--- config.mk ---
export PLATFORM = sky130hd
export DESIGN_NAME = lane_display_driver
export DESIGN_NICKNAME = d
export VERILOG_FILES = /design/src/rtl/traffic_pkg.sv /design/src/rtl/bin2bcd_seq.sv /design/src/rtl/lane_display_driver.sv
export SDC_FILE = /design/constraint.sdc
export NUM_CORES = 1
export LEC_CHECK = 0
export ABC_AREA = 1
export CAP_MARGIN = 40
export CELL_PAD_IN_SITES_DETAIL_PLACEMENT = 1
export CELL_PAD_IN_SITES_GLOBAL_PLACEMENT = 2
export CORE_MARGIN = 1
export CORE_UTILIZATION = 37
export CTS_CLUSTER_SIZE = 10
export DETAILED_ROUTE_END_ITERATION = 6
export DONT_BUFFER_PORTS = 1
export PLACE_DENSITY = 0.81
export RECOVER_POWER = 100
export SLEW_MARGIN = 10
export SYNTH_ARGS = -nofsm -noshare
export SYNTH_HDL_FRONTEND = slang
export SYNTH_HIERARCHICAL = 1
export SYNTH_SLANG_ARGS = --single-unit
--- constraint.sdc ---
create_clock -name clk -period 2.7 [get_ports clk]
set_input_delay 0.27 -clock clk [delete_from_list [all_inputs] [get_ports clk]]
set_output_delay 0.27 -clock clk [all_outputs]
set_load 0.05 [all_outputs]
--- src/rtl/traffic_pkg.sv ---
// Shared phase codes, lamp encodings and 7-segment patterns for the intersection display blocks.
// Pure definitions: no latency, no flow control.
// seg_decode blanks any non-decimal nibble.
package traffic_pkg;

    typedef logic [2:0] phase_t;

    localparam phase_t GR = 3'd3;
    localparam phase_t YR = 3'd4;
    localparam phase_t RG = 3'd5;
    localparam phase_t RY = 3'd6;

    typedef logic [2:0] lamp_t;

    localparam lamp_t LAMP_RED = 3'b100;
    localparam lamp_t LAMP_YEL = 3'b010;
    localparam lamp_t LAMP_GRN = 3'b001;
    localparam lamp_t LAMP_OFF = 3'b000;

    localparam logic [6:0] SEG_0     = 7'h3F;
    localparam logic [6:0] SEG_1     = 7'h06;
    localparam logic [6:0] SEG_2     = 7'h5B;
    localparam logic [6:0] SEG_3     = 7'h4F;
    localparam logic [6:0] SEG_4     = 7'h66;
    localparam logic [6:0] SEG_5     = 7'h6D;
    localparam logic [6:0] SEG_6     = 7'h7D;
    localparam logic [6:0] SEG_7     = 7'h07;
    localparam logic [6:0] SEG_8     = 7'h7F;
    localparam logic [6:0] SEG_9     = 7'h6F;
    localparam logic [6:0] SEG_BLANK = 7'h00;

    function automatic logic [6:0] seg_decode(input logic [3:0] bcd);
        case (bcd)
            4'd0:    seg_decode = SEG_0;
            4'd1:    seg_decode = SEG_1;
            4'd2:    seg_decode = SEG_2;
            4'd3:    seg_decode = SEG_3;
            4'd4:    seg_decode = SEG_4;
            4'd5:    seg_decode = SEG_5;
            4'd6:    seg_decode = SEG_6;
            4'd7:    seg_decode = SEG_7;
            4'd8:    seg_decode = SEG_8;
            4'd9:    seg_decode = SEG_9;
            default: seg_decode = SEG_BLANK;
        endcase
    endfunction

    function automatic logic is_phase(input phase_t p);
        is_phase = (p == GR) || (p == YR) || (p == RG) || (p == RY);
    endfunction

endpackage

--- src/rtl/bin2bcd_seq.sv ---
// Sequential 7-bit binary to 2-digit BCD converter (shift-add-3), one iteration per cycle.
// Latency: start + 7 iterations; bcd is valid the cycle after done.
// No backpressure: start restarts the conversion, reset aborts it.
module bin2bcd_seq (
    input  logic       clk,
    input  logic       reset,
    input  logic       start,
    input  logic [6:0] bin,
    output logic       busy,
    output logic       done,
    output logic [7:0] bcd
);
    logic [6:0] shreg;
    logic [2:0] iter;
    logic [7:0] adj;

    always_comb begin
        adj = bcd;
        if (bcd[3:0] >= 4'd5) adj[3:0] = bcd[3:0] + 4'd3;
        if (bcd[7:4] >= 4'd5) adj[7:4] = bcd[7:4] + 4'd3;
    end

    // done marks the cycle that performs the final iteration
    assign done = busy && (iter == 3'd6);

    always_ff @(posedge clk) begin
        if (!reset) begin
            busy  <= 1'b0;
            iter  <= 3'd0;
            shreg <= 7'd0;
            bcd   <= 8'd0;
        end else if (start) begin
            busy  <= 1'b1;
            iter  <= 3'd0;
            shreg <= bin;
            bcd   <= 8'd0;
        end else if (busy) begin
            {bcd, shreg} <= {adj, shreg} << 1;
            iter         <= iter + 3'd1;
            if (iter == 3'd6) busy <= 1'b0;
        end
    end

endmodule

--- src/rtl/lane_display_driver.sv ---
// Drives both lane lamp heads and a 4-digit multiplexed 7-segment countdown panel.
// Latency: lamps 1 cycle from state; display refreshed every 9 cycles.
// No backpressure: inputs are sampled freely, changes mid-conversion wait for the next capture.
module lane_display_driver
    import traffic_pkg::*;
#(
    parameter int SCAN_DIV  = 1000,
    parameter int BLINK_DIV = 50000
) (
    input  logic       clk,
    input  logic       reset,
    input  logic [2:0] state,
    input  logic [6:0] timeLane1,
    input  logic [6:0] timeLane2,
    output logic [2:0] lamp1,
    output logic [2:0] lamp2,
    output logic [6:0] seg,
    output logic [3:0] digit_sel,
    output logic       conv_busy
);
    localparam int SW = $clog2(SCAN_DIV);
    localparam int BW = $clog2(BLINK_DIV);
    localparam logic [SW-1:0] SCAN_LAST  = SW'(SCAN_DIV - 1);
    localparam logic [BW-1:0] BLINK_LAST = BW'(BLINK_DIV - 1);

    localparam logic [1:0] ST_IDLE = 2'd0;
    localparam logic [1:0] ST_CONV = 2'd1;
    localparam logic [1:0] ST_DONE = 2'd2;

    logic [1:0]    fsm;
    phase_t        snap_state;
    logic [7:0]    disp1, disp2, bcd1, bcd2;
    logic [7:0]    disp1_nx, disp2_nx;
    logic [6:0]    t1_clamp, t2_clamp;
    logic          busy1, busy2, done1, done2, start;
    logic [SW-1:0] scan_cnt;
    logic [BW-1:0] blink_cnt;
    logic          blink;
    logic [1:0]    idx, idx_nx;
    logic [3:0]    nib;
    logic          is_tens;
    logic [6:0]    seg_nx;

    assign t1_clamp  = (timeLane1 > 7'd99) ? 7'd99 : timeLane1;
    assign t2_clamp  = (timeLane2 > 7'd99) ? 7'd99 : timeLane2;
    assign start     = (fsm == ST_IDLE);
    assign conv_busy = busy1 | busy2;

    bin2bcd_seq u_bcd1 (.clk(clk), .reset(reset), .start(start), .bin(t1_clamp),
                        .busy(busy1), .done(done1), .bcd(bcd1));
    bin2bcd_seq u_bcd2 (.clk(clk), .reset(reset), .start(start), .bin(t2_clamp),
                        .busy(busy2), .done(done2), .bcd(bcd2));

    always_ff @(posedge clk) begin
        if (!reset) begin
            fsm        <= ST_IDLE;
            snap_state <= 3'd0;
            disp1      <= 8'd0;
            disp2      <= 8'd0;
        end else begin
            case (fsm)
                ST_IDLE: begin
                    snap_state <= state;
                    fsm        <= ST_CONV;
                end
                ST_CONV: if (done1 && done2) fsm <= ST_DONE;
                ST_DONE: begin
                    disp1 <= bcd1;
                    disp2 <= bcd2;
                    fsm   <= ST_IDLE;
                end
                default: fsm <= ST_IDLE;
            endcase
        end
    end

    // seg is decoded from next-cycle display/index so a DONE load and a scan step never tear
    always_comb begin
        disp1_nx = disp1;
        disp2_nx = disp2;
        if (fsm == ST_DONE) begin
            disp1_nx = bcd1;
            disp2_nx = bcd2;
        end
        idx_nx = (scan_cnt == SCAN_LAST) ? idx + 2'd1 : idx;
        case (idx_nx)
            2'd0:    nib = disp1_nx[7:4];
            2'd1:    nib = disp1_nx[3:0];
            2'd2:    nib = disp2_nx[7:4];
            default: nib = disp2_nx[3:0];
        endcase
        is_tens = ~idx_nx[0];
        if (!is_phase(snap_state) || (is_tens && nib == 4'd0)) seg_nx = SEG_BLANK;
        else                                                   seg_nx = seg_decode(nib);
    end

    always_ff @(posedge clk) begin
        if (!reset) begin
            scan_cnt  <= '0;
            idx       <= 2'd0;
            digit_sel <= 4'b0001;
            seg       <= SEG_BLANK;
        end else begin
            scan_cnt  <= (scan_cnt == SCAN_LAST) ? '0 : scan_cnt + SW'(1);
            idx       <= idx_nx;
            digit_sel <= 4'b0001 << idx_nx;
            seg       <= seg_nx;
        end
    end

    always_ff @(posedge clk) begin
        if (!reset) begin
            blink_cnt <= '0;
            blink     <= 1'b0;
            lamp1     <= LAMP_RED;
            lamp2     <= LAMP_RED;
        end else begin
            blink_cnt <= (blink_cnt == BLINK_LAST) ? '0 : blink_cnt + BW'(1);
            if (blink_cnt == BLINK_LAST) blink <= ~blink;
            case (state)
                GR:      begin lamp1 <= LAMP_GRN; lamp2 <= LAMP_RED; end
                YR:      begin lamp1 <= LAMP_YEL; lamp2 <= LAMP_RED; end
                RG:      begin lamp1 <= LAMP_RED; lamp2 <= LAMP_GRN; end
                RY:      begin lamp1 <= LAMP_RED; lamp2 <= LAMP_YEL; end
                default: begin lamp1 <= {1'b0, blink, 1'b0}; lamp2 <= {1'b0, blink, 1'b0}; end
            endcase
        end
    end

endmodule

==> flow_summary.toml, run 1 <==
[synth]
synth_fp_nets = 714
ys_seq_area_share_pct = 41.63
synth_top_cell_area_share_pct = 41.63
syn_avg_cell_area_um2 = 7.481
synth_warnings = 6
synth_area_mm2 = 0.005050
yosysTopAreaCell = "dfxtp_1"
synth_cells = 675
ys_ff_latch = 105
synthTopCellsByArea = "dfxtp_1, nand2_1, inv_1"
yosysUniqueCellTypes = 40

[routing]
detail_route.wirelength_mm = 11.49
dr_total_vias = 4219
via_per_inst = 4.940
antenna_left = 0
drtPass1Iterations = 4
first_iter_violations = 195
drcViolationCount = 0
wire_per_inst_um = 13.45

[sta]
tns_ns = 0
fin_crit_ns = 2.426
slew-limit-headroom_pct = 42.24
grt_setup_unrepaired = "no"
report.final.slew_viol_count = 0
finalSetupViolCount = 0
final.period_utilization_pct = 89.86
finalHoldViolCount = 0
tightestPinTransition_ns = 0.8632
final.setup_skew_ns = 0.008105
timing.fmax_ghz = 0.4122

[final_layout]
final_cells = 854
area.growth.synth_to_final_pct = 9.192
final_area_mm2 = 0.005514
drive_gt1_share_pct = 8.407
final_nets = 712
num_antenna_cells = 0

[grt]
grt_usage_pct = 17.72
grt_max_degree = 27
first_global_vias = 4415
overflow = 0
antenna_found_initial = 0
grt_pass1_wl_mm = 20.25

[critical_path]
cp_max_fo = 10
critPathLaunchType = "flop"
path_delay_family = "simple AND/OR/NAND/NOR gates"
end_kind = "flop"
crit_buf_inv = 1
crit_slowest_cell = "dfxtp_1"
path_class = "flop to flop"
max_stage_delay_ns = 0.36
arrival_ns = 2.66
crit_required_ns = 2.93
critical_path.cell_chain = "ha_1 > nand2_1 > nor2_4 > nand3_2 > nand2_2 > nand2_4 > nand2_1 > nor2_1 > o21ai_2 > buf_4 > ha_1 > nand2_2 > o21ai_4 > a21oi_1"

[status]
outcome = "finished clean"

[placement]
gp_congestion = 0.8038
dp_hpwl_mm = 8.405
placed_cell_area_mm2 = 0.005207
placedCellCount = 835
numPortBuffers = 0

[clocking]
cts_buffers = 9
insertion_delay_ns = 0.35
htree_levels = 3
clock_path_buffers = 2
path_clk_slew_ns = 0.07
root_buffer = "clkbuf_16"
clock_sinks = 105
cts_tree = "done"

[pwr]
ir_drop_mv = 0.2752
p_leak_nw = 2.333
power_density_mw_per_mm2 = 575.1
power_mw = 3.171

[die]
die-area_mm2 = 0.01412
rows = 42
pin_count = 37
die_w_um = 118.8
start_util_pct = 37.98
die_h_um = 118.8
core_mm2 = 0.01330

[hold_path]
hp-class = "input port to flop"

[run]
cap_violations = 0
## synth_stat cells, drive strengths merged
cell type / number
nand4: 4
nand2: 128
buf: 11
o21ai: 35
mux2i: 6
o21a: 4
a21oi: 51
a31oi: 2
inv: 102
o211ai: 1
xnor2: 1
nand3b: 4
dfxtp: 105
nor3b: 3
clkbuf: 9
or2: 8
o21bai: 1
clkinv: 2
nor2: 86
ha: 20
nor3: 21
o221ai: 10
nand3: 54
nor4: 2
xor2: 5
## state kept, by name, summed over array words and instances (netlist names), 2 cells and up
signal        flops
blink_cnt        16
snap_state        3
u_bcd2/iter       3
idx               2
seg               7
digit_sel         4
u_bcd1/bcd        8
fsm               2
disp2             8
u_bcd1/iter       3
u_bcd1/shreg      7
disp1             8
u_bcd2/shreg      7
scan_cnt         10
u_bcd2/bcd        8
lamp1             3
lamp2             3
## through the flow
stage	hold slack, ns	setup slack, ns	util, %
floorplan	0.4175	0.4632	-
global placement	0.3704	0.2927	39.17
detailed placement	0.3684	0.1445	39.17
CTS	0.0005001	0.1065	41.55
global route	0.01259	0.0006599	41.47
finish	0.01048	0.2738	41.47
## cell families after synthesis
| group | Yosys count | synth area share (%) |
|---|---|---|
| AO/OA/AOI/OAI | 104 | 11.77 |
| XOR/XNOR | 6 | 1.041 |
| adder cells (fa/ha/maj) | 20 | 4.955 |
| buffers and inverters | 124 | 9.960 |
| flip-flops | 105 | 41.63 |
| multiplexers | 6 | 1.189 |
| AND/OR/NAND/NOR | 310 | 29.46 |
## report_power, final
part | total [mW] | switching, mW | internal, mW
registers | 1.64 | 0.0516 | 1.59
logic | 0.175 | 0.115 | 0.0596
clock network | 1.35 | 0.607 | 0.744
## worst paths after layout
check | to | depth (start not counted) | slack, ns | from
max | seg[1]$_SDFF_PP0_ | 14 | 0.27 | scan_cnt[0]$_SDFF_PP0_
min | digit_sel[0]$_SDFF_PN1_ | 1 | 0.01 | reset
max reg2reg | seg[1]$_SDFF_PP0_ | 14 | 0.27 | scan_cnt[0]$_SDFF_PP0_
min reg2reg | scan_cnt[0]$_SDFF_PP0_ | 1 | 0.45 | scan_cnt[0]$_SDFF_PP0_
## cell type report
class / count / area (um2)
multi-input cells: 446 / 2430
repair buffers: 7 / 60.06
clock inverters: 6 / 67.56
clock buffers: 10 / 239.0
flip-flops and latches: 105 / 2102
fillers: 1678 / 7781
well taps: 176 / 220.2
inverters: 104 / 395.4
## layer usage
layer | wire, um | share of wire (%) | vias to the layer above | track usage [%]
li1 | - | - | 2158 | -
met3 | 239 | 2.1 | 15 | 2.969
met1 | 5523 | 48 | 2005 | 21.62
met2 | 5500 | 48 | 41 | 30.63
met4 | 227 | 2.0 | 0 | 7.674
met5 | 0 | 0 | - | 0
## repair_timing
action | in CTS | in global routing
buffers inserted | 0 | 2
resized for setup | 0 | 1
hold buffers | 1 | 0
endpoints found under the hold margin | 1 | 0
endpoints found under the setup margin | 0 | 7
## cell usage in the layout (no fill, tap or decap), types with 4 or more instances in the layout
master and count:
a21oi_1 50, clkbuf_16 9, clkinvlp_4 5, dfxtp_1 105, ha_1 20, inv_1 98, inv_2 4, mux2i_1 6
nand2_1 121, nand2_2 4, nand3_1 47, nand3_2 4, nand4_1 4, nor2_1 79, nor2_4 4, nor3_1 21
o21a_1 4, o21ai_0 33, o221ai_1 10, or2_2 7, xor2_1 5
(Power assumes the default switching activity.)
==> inputs of run 2 (changes only) <==
--- a/config.mk
+++ b/config.mk
@@ -11,6 +11,7 @@
 export CELL_PAD_IN_SITES_GLOBAL_PLACEMENT = 2
 export CORE_MARGIN = 1
 export CORE_UTILIZATION = 37
+export CTS_CLUSTER_DIAMETER = 200
 export CTS_CLUSTER_SIZE = 10
 export DETAILED_ROUTE_END_ITERATION = 6
 export DONT_BUFFER_PORTS = 1
==> results of run 2 <==
The final DEF is identical to that of run 1; final timing and power are the same.
